### config.mk
export PLATFORM = sky130hd
export DESIGN_NAME = prog_dumper
export DESIGN_NICKNAME = d
export VERILOG_FILES = /design/src/rtl/prog_dumper_pkg.sv /design/src/rtl/prog_dumper_uart_tx.sv /design/src/rtl/prog_dumper.sv
export SDC_FILE = /design/constraint.sdc
export NUM_CORES = 1
export LEC_CHECK = 0
export CORE_ASPECT_RATIO = 1.2
export CORE_UTILIZATION = 50
export DETAILED_ROUTE_END_ITERATION = 8
export DONT_BUFFER_PORTS = 1
export GPL_TIMING_DRIVEN = 0
export PLACE_DENSITY = 0.7
export SLEW_MARGIN = 30
export SYNTH_ARGS = -nofsm -noshare
export SYNTH_HDL_FRONTEND = slang
export SYNTH_SLANG_ARGS = --single-unit
### constraint.sdc
create_clock -name clk -period 2 [get_ports clk]
set_input_delay 0.2 -clock clk [delete_from_list [all_inputs] [get_ports clk]]
set_output_delay 0.2 -clock clk [all_outputs]
set_load 0.005 [all_outputs]
### src/rtl/prog_dumper_pkg.sv
// Shared definitions for the program dumper and its UART transmitter.
// CLK_DIV default is common with the program loader so both ends agree on baud.
package prog_dumper_pkg;

   localparam int UART_BITS         = 10;
   localparam int CLK_DIV_DEFAULT   = 104;
   localparam int READ_WAIT_DEFAULT = 3;
   localparam int ADR_W_DEFAULT     = 21;

   typedef enum logic [2:0] {
      ST_IDLE = 3'd0,
      ST_RD   = 3'd1,
      ST_SEND = 3'd2,
      ST_NEXT = 3'd3,
      ST_FIN  = 3'd4
   } dump_state_t;

endpackage

### src/rtl/prog_dumper_uart_tx.sv
// 8N1 UART transmitter: go starts a frame whose start bit appears the next cycle.
// busy covers exactly the 10 bit periods of the frame.
module uart_tx
   import prog_dumper_pkg::*;
#(
   parameter int CLK_DIV = CLK_DIV_DEFAULT
) (
   input  logic       clk,
   input  logic       n_reset,
   input  logic       go,
   input  logic [7:0] data_byte,
   output logic       busy,
   output logic       tx
);

   localparam int BAUD_W = (CLK_DIV > 1) ? $clog2(CLK_DIV) : 1;
   localparam logic [BAUD_W-1:0] BAUD_LAST = BAUD_W'(CLK_DIV - 1);
   localparam logic [3:0] BIT_LAST = 4'(UART_BITS - 1);

   logic [BAUD_W-1:0] baud_cnt_reg;
   logic [3:0]        bit_cnt_reg;
   logic [8:0]        shift_reg;
   logic              busy_reg;
   logic              tx_reg;

   // shift_reg holds the 8 data bits followed by the stop bit; the start bit
   // is driven directly when the frame is launched.
   always_ff @(posedge clk or negedge n_reset) begin
      if (!n_reset) begin
         baud_cnt_reg <= '0;
         bit_cnt_reg  <= '0;
         shift_reg    <= '1;
         busy_reg     <= 1'b0;
         tx_reg       <= 1'b1;
      end else if (!busy_reg) begin
         if (go) begin
            busy_reg     <= 1'b1;
            tx_reg       <= 1'b0;
            shift_reg    <= {1'b1, data_byte};
            baud_cnt_reg <= '0;
            bit_cnt_reg  <= '0;
         end
      end else if (baud_cnt_reg == BAUD_LAST) begin
         baud_cnt_reg <= '0;
         if (bit_cnt_reg == BIT_LAST) begin
            busy_reg    <= 1'b0;
            tx_reg      <= 1'b1;
            bit_cnt_reg <= '0;
         end else begin
            tx_reg      <= shift_reg[0];
            shift_reg   <= {1'b1, shift_reg[8:1]};
            bit_cnt_reg <= bit_cnt_reg + 4'd1;
         end
      end else begin
         baud_cnt_reg <= baud_cnt_reg + BAUD_W'(1);
      end
   end

   assign busy = busy_reg;
   assign tx   = tx_reg;

endmodule

### src/rtl/prog_dumper.sv
// Streams memory range [adr_first, adr_last] out over UART for host-side readback.
// Read-only bus master: drives adr and read, never data or write.
module prog_dumper
   import prog_dumper_pkg::*;
#(
   parameter int CLK_DIV   = CLK_DIV_DEFAULT,
   parameter int READ_WAIT = READ_WAIT_DEFAULT,
   parameter int ADR_W     = ADR_W_DEFAULT
) (
   input  logic             clk,
   input  logic             n_reset,
   input  logic             start,
   input  logic [ADR_W-1:0] adr_first,
   input  logic [ADR_W-1:0] adr_last,
   output logic [ADR_W-1:0] adr,
   input  logic [7:0]       data,
   output logic             read,
   output logic             busy,
   output logic             done,
   output logic             tx
);

   localparam int WAIT_W = $clog2(READ_WAIT + 1);
   localparam logic [WAIT_W-1:0] WAIT_LAST = WAIT_W'(READ_WAIT - 1);

   dump_state_t       state_reg, state_next;
   logic [ADR_W-1:0]  cur_reg, cur_next;
   logic [ADR_W-1:0]  end_reg, end_next;
   logic [ADR_W-1:0]  adr_hold_reg;
   logic [WAIT_W-1:0] wait_cnt_reg, wait_cnt_next;
   logic [7:0]        byte_reg, byte_next;
   logic              sent_reg, sent_next;
   logic              busy_reg, busy_next;
   logic              done_reg, done_next;
   logic              tx_go;
   logic              tx_busy;

   always_ff @(posedge clk or negedge n_reset) begin
      if (!n_reset) begin
         state_reg    <= ST_IDLE;
         cur_reg      <= '0;
         end_reg      <= '0;
         adr_hold_reg <= '0;
         wait_cnt_reg <= '0;
         byte_reg     <= '0;
         sent_reg     <= 1'b0;
         busy_reg     <= 1'b0;
         done_reg     <= 1'b0;
      end else begin
         state_reg    <= state_next;
         cur_reg      <= cur_next;
         end_reg      <= end_next;
         wait_cnt_reg <= wait_cnt_next;
         byte_reg     <= byte_next;
         sent_reg     <= sent_next;
         busy_reg     <= busy_next;
         done_reg     <= done_next;
         if (state_reg == ST_RD) begin
            adr_hold_reg <= cur_reg;
         end
      end
   end

   always_comb begin
      state_next    = state_reg;
      cur_next      = cur_reg;
      end_next      = end_reg;
      wait_cnt_next = wait_cnt_reg;
      byte_next     = byte_reg;
      sent_next     = sent_reg;
      busy_next     = busy_reg;
      done_next     = 1'b0;
      tx_go         = 1'b0;
      case (state_reg)
         ST_IDLE: begin
            if (start) begin
               cur_next      = adr_first;
               end_next      = adr_last;
               busy_next     = 1'b1;
               wait_cnt_next = '0;
               state_next    = (adr_last < adr_first) ? ST_FIN : ST_RD;
            end
         end
         ST_RD: begin
            if (wait_cnt_reg == WAIT_LAST) begin
               byte_next  = data;
               sent_next  = 1'b0;
               state_next = ST_SEND;
            end else begin
               wait_cnt_next = wait_cnt_reg + WAIT_W'(1);
            end
         end
         ST_SEND: begin
            // First SEND cycle launches the frame; afterwards wait for it to drain.
            if (!sent_reg) begin
               tx_go     = 1'b1;
               sent_next = 1'b1;
            end else if (!tx_busy) begin
               state_next = ST_NEXT;
            end
         end
         ST_NEXT: begin
            // Compare before incrementing so the top address never wraps.
            if (cur_reg == end_reg) begin
               state_next = ST_FIN;
            end else begin
               cur_next      = cur_reg + ADR_W'(1);
               wait_cnt_next = '0;
               state_next    = ST_RD;
            end
         end
         ST_FIN: begin
            done_next  = 1'b1;
            busy_next  = 1'b0;
            state_next = ST_IDLE;
         end
         default: begin
            state_next = ST_IDLE;
         end
      endcase
   end

   assign read = (state_reg == ST_RD);
   assign adr  = read ? cur_reg : adr_hold_reg;
   assign busy = busy_reg;
   assign done = done_reg;

   uart_tx #(
      .CLK_DIV (CLK_DIV)
   ) u_uart_tx (
      .clk       (clk),
      .n_reset   (n_reset),
      .go        (tx_go),
      .data_byte (byte_reg),
      .busy      (tx_busy),
      .tx        (tx)
   );

endmodule

==> metrics.md <==
| Metric | Value |
|---|---|
| Pre-CTS WS | `-121.6 ps` |
| Vias in the first global route | `approximately 4400` |
| RR Startpoint | `state_reg[2]$_DFFE_PN0P_` |
| Reg2reg path depth | `8` |
| Worst Path Max Fanout | `6` |
| FMAX | `~0.51 GHz` |
| Final WS setup | `approximately 26 ps` |
| Number of max-cap violations | `0` |
| Initial Utilization | `0.5167` |
| Number of setup violations in the final report | `0` |
| Power Density | `1491 nW/um^2` |
| Buffers on Ports | `0` |
| Mapped Cells | `between 500 and 600` |
| Placed cells | `664` |
| Endpoints failing hold | `100` |
| Critical Path Source Type | `register` |
| Number of synthesis warnings | `0` |
| Syn-to-layout area delta | `22.85%` |
| Post-route ant nets | `0` |
| Reg2reg setup slack | `40 ps` |
| Via count | `4381` |
| Gpl congestion | `between 0.9 and 1` |
| Register area share after synthesis | `0.4604` |
| GR Overflow Total | `0` |
| CTS clk-pin slew, worst paths | `60 ps` |
| Maximum buffer depth of the clock tree | `2` |
| Chip Height | `approximately 120 um` |
| Post-synth EDFFs | `0` |
| DR pass1 iterations | `5` |
| Worst-margin pin slew | `around 590 ps` |
| Worst Setup SP | `state_reg[1]$_DFFE_PN0P_` |
| Leak | `roughly 2.9 nW` |
| Initial DRC Count | `about 270` |
| Critical Path RT | `1800 ps` |
| Share of flip-flops with an asynchronous set or reset | `1.000` |
| Synth unique cells | `59` |
| Core Region | `about 11000 sq um` |
| Worst hold path class | `in2async` |
| CP Class | `reg2out` |
| Die X-Extent | `97.40 um` |
| Synth Register Bits | `100` |
| Row cnt | `41` |
| H-tree depth | `3` |
| DR WL/cell | `20.00 um` |
| Number of diodes | `0` |
| Drt drc | `0` |
| Final-stage net count | `around 660` |
| Tcrit/Tclk final | `0.9871` |
| Worst flop-to-flop path endpoint | `cur_reg[10]$_DFFE_PN0P_` |
| Initial antenna violation count | `0` |
| Post-synthesis average cell area | `10.21 sq um` |
| Final worst path period need | `roughly 2000 ps` |
| Largest net degree at the start of global routing | `slightly above 100` |
| Final core occ | `0.6347` |
| Peak VDD IR | `between 0.0007 and 0.0008 V` |
| Clk Latency, worst-skew pair | `350 ps` |
| Crit end category | `output port` |
| Status | `complete, but fails checks` |
| Setup TNS Final | `0 ps` |
| Syn_nets | `between 600 and 700` |
| Via density | `between 6 and 7` |
| Final slew viol count | `0` |
| Total power | `10.00 mW` |
| Final Non-Filler Cells | `720` |
| First-pass GRT wire length | `between 20 and 25 mm` |
| Share of layout cells above drive strength 1 | `0.3046` |
| Critical Path AT | `about 1800 ps` |
| Rel. slew slack | `0.6078` |
| CTS tree | `done` |
| Failing checks | `negative hold slack` |
| Total die area | `roughly 11000 sq um` |
| Clock Skew | `roughly 9.5 ps` |
| IO Count | `78` |
| Prevailing post-synth register cell | `dfrtp_1` |
| Tot GR Track Use | `0.2576` |
| Total CTS buffers | `9` |
| Syn Std Cell Area | `about 5500 sq um` |
| Final wirelength | `~14 mm` |
| Detailed Place HPWL | `9.761 mm` |
| RSZ-0062 raised after global routing | `true` |
| Clock root buffer | `clkbuf_16` |
| Hold Worst Slack | `-448.4 ps` |
| CTS sink cnt | `100` |
[cell usage in the layout, fill, tap and decap left out, types with 4 or more instances in the layout]
cell type and instances:
buf_2 9, o22ai_1 6, clkbuf_16 11, dfrtp_2 8, nand3_1 16, o21ai_0 43, a21oi_1 30, and4_1 4
buf_4 24, nor2_1 28, nand4_1 8, a31oi_1 4, dfrtp_1 83, mux2_2 31, buf_6 7, mux2i_1 7
dlygate4sd3_1 11, nand2_1 44, xnor2_1 4, xor2_1 14, o21ai_1 5, ha_1 23, inv_1 32, clkbuf_2 4
dfstp_2 9, and2_1 7, a2bb2oi_1 4, mux2_4 20, and3_1 5, a21oi_2 9
[power by group]
group / total, mW / internal, mW / switching (mW)
Combinational: 4.40 / 2.33 / 2.07
Sequential: 3.73 / 2.91 / 0.813
Clock: 1.88 / 1.11 / 0.768
Total: 10.0 / 6.35 / 3.66
[how the worst max path moves through the flow]
stage,endpoint,depth (start not counted)
finish,adr[4],6
global route,cur_reg[10]$_DFFE_PN0P_,8
global placement,cur_reg[10]$_DFFE_PN0P_,7
detailed placement,cur_reg[11]$_DFFE_PN0P_,7
floorplan,adr[11],6
CTS,u_uart_tx.shift_reg[4]$_DFFE_PN1P_,9
[worst max-delay path, cell delays in order, from the launching register on]
cell     delay, ps
dfrtp_1        370
buf_6          130
nor2b_4        110
nor2b_4        160
buf_8          160
buf_8          140
mux2_2         360
[final cells by class]
cell class              count  area, sq um
fillers                   809         3860
clock buffers              11        232.7
flip-flops and latches    100         2524
plain buffers              24        186.4
inverters                  32        120.1
clock inverters             5        86.33
multi-input cells         379         2999
repair buffers             40        397.9
well taps                 129        161.4
[through the flow]
stage          hold slack (ps)  cell area, sq um
2_1_floorplan           -95.59              5460
6_report                -448.4              6708
3_3_place_gp            -91.46              5622
3_5_place_dp            -90.95              5622
4_1_cts                 -459.6              6231
5_1_grt                 -468.6              6708
[repair_timing]
action	CTS	global route
pin swaps	3	12
cloned	1	2
hold buffers	4	7
endpoints found under the setup margin	87	50
resized for setup	36	66
endpoints found under the hold margin	104	107
setup buffers	11	15
[synthesized netlist by cell type (3+ instances only)]
cell | number | area (sq um)
dfrtp_1 | 91 | 2277
nand2_1 | 46 | 172.7
and3_1 | 6 | 37.54
a21oi_1 | 42 | 210.2
a22o_1 | 3 | 26.28
nand3_1 | 16 | 80.08
o21ai_1 | 5 | 25.02
a31oi_1 | 4 | 25.02
o21a_1 | 3 | 22.52
nor2b_1 | 4 | 25.02
ha_1 | 25 | 312.8
o22ai_1 | 6 | 37.54
nor3_1 | 3 | 15.01
nand4_1 | 8 | 50.05
buf_4 | 3 | 22.52
mux2_2 | 51 | 574.3
o21ai_0 | 45 | 225.2
nor4_1 | 3 | 18.77
inv_1 | 32 | 120.1
mux2i_1 | 7 | 70.07
buf_2 | 11 | 55.05
and2_1 | 7 | 43.79
xnor2_1 | 7 | 61.31
and4_1 | 4 | 35.03
nor2_1 | 31 | 116.4
clkbuf_1 | 5 | 18.77
dfstp_2 | 9 | 236.5
xor2_1 | 16 | 140.1
a2bb2oi_1 | 4 | 35.03
buf_6 | 3 | 33.78
[cell families after synthesis]
group	count (synthesis)	synth area share
flops	100	0.4604
mux	58	0.1180
xor+xnor	23	0.03689
simple gates	140	0.1283
buf+inv	56	0.04720
compound gates	133	0.1519
fa+ha+maj	25	0.05729
[layer usage]
metal	vias up	GRT usage	share of wire
met1	2162	0.2827	0.38
met5	-	0	0
met2	159	0.4671	0.53
met4	0	0.1284	0.040
met3	44	0.06523	0.056
li1	2016	-	-
(Power assumes the default switching activity.)
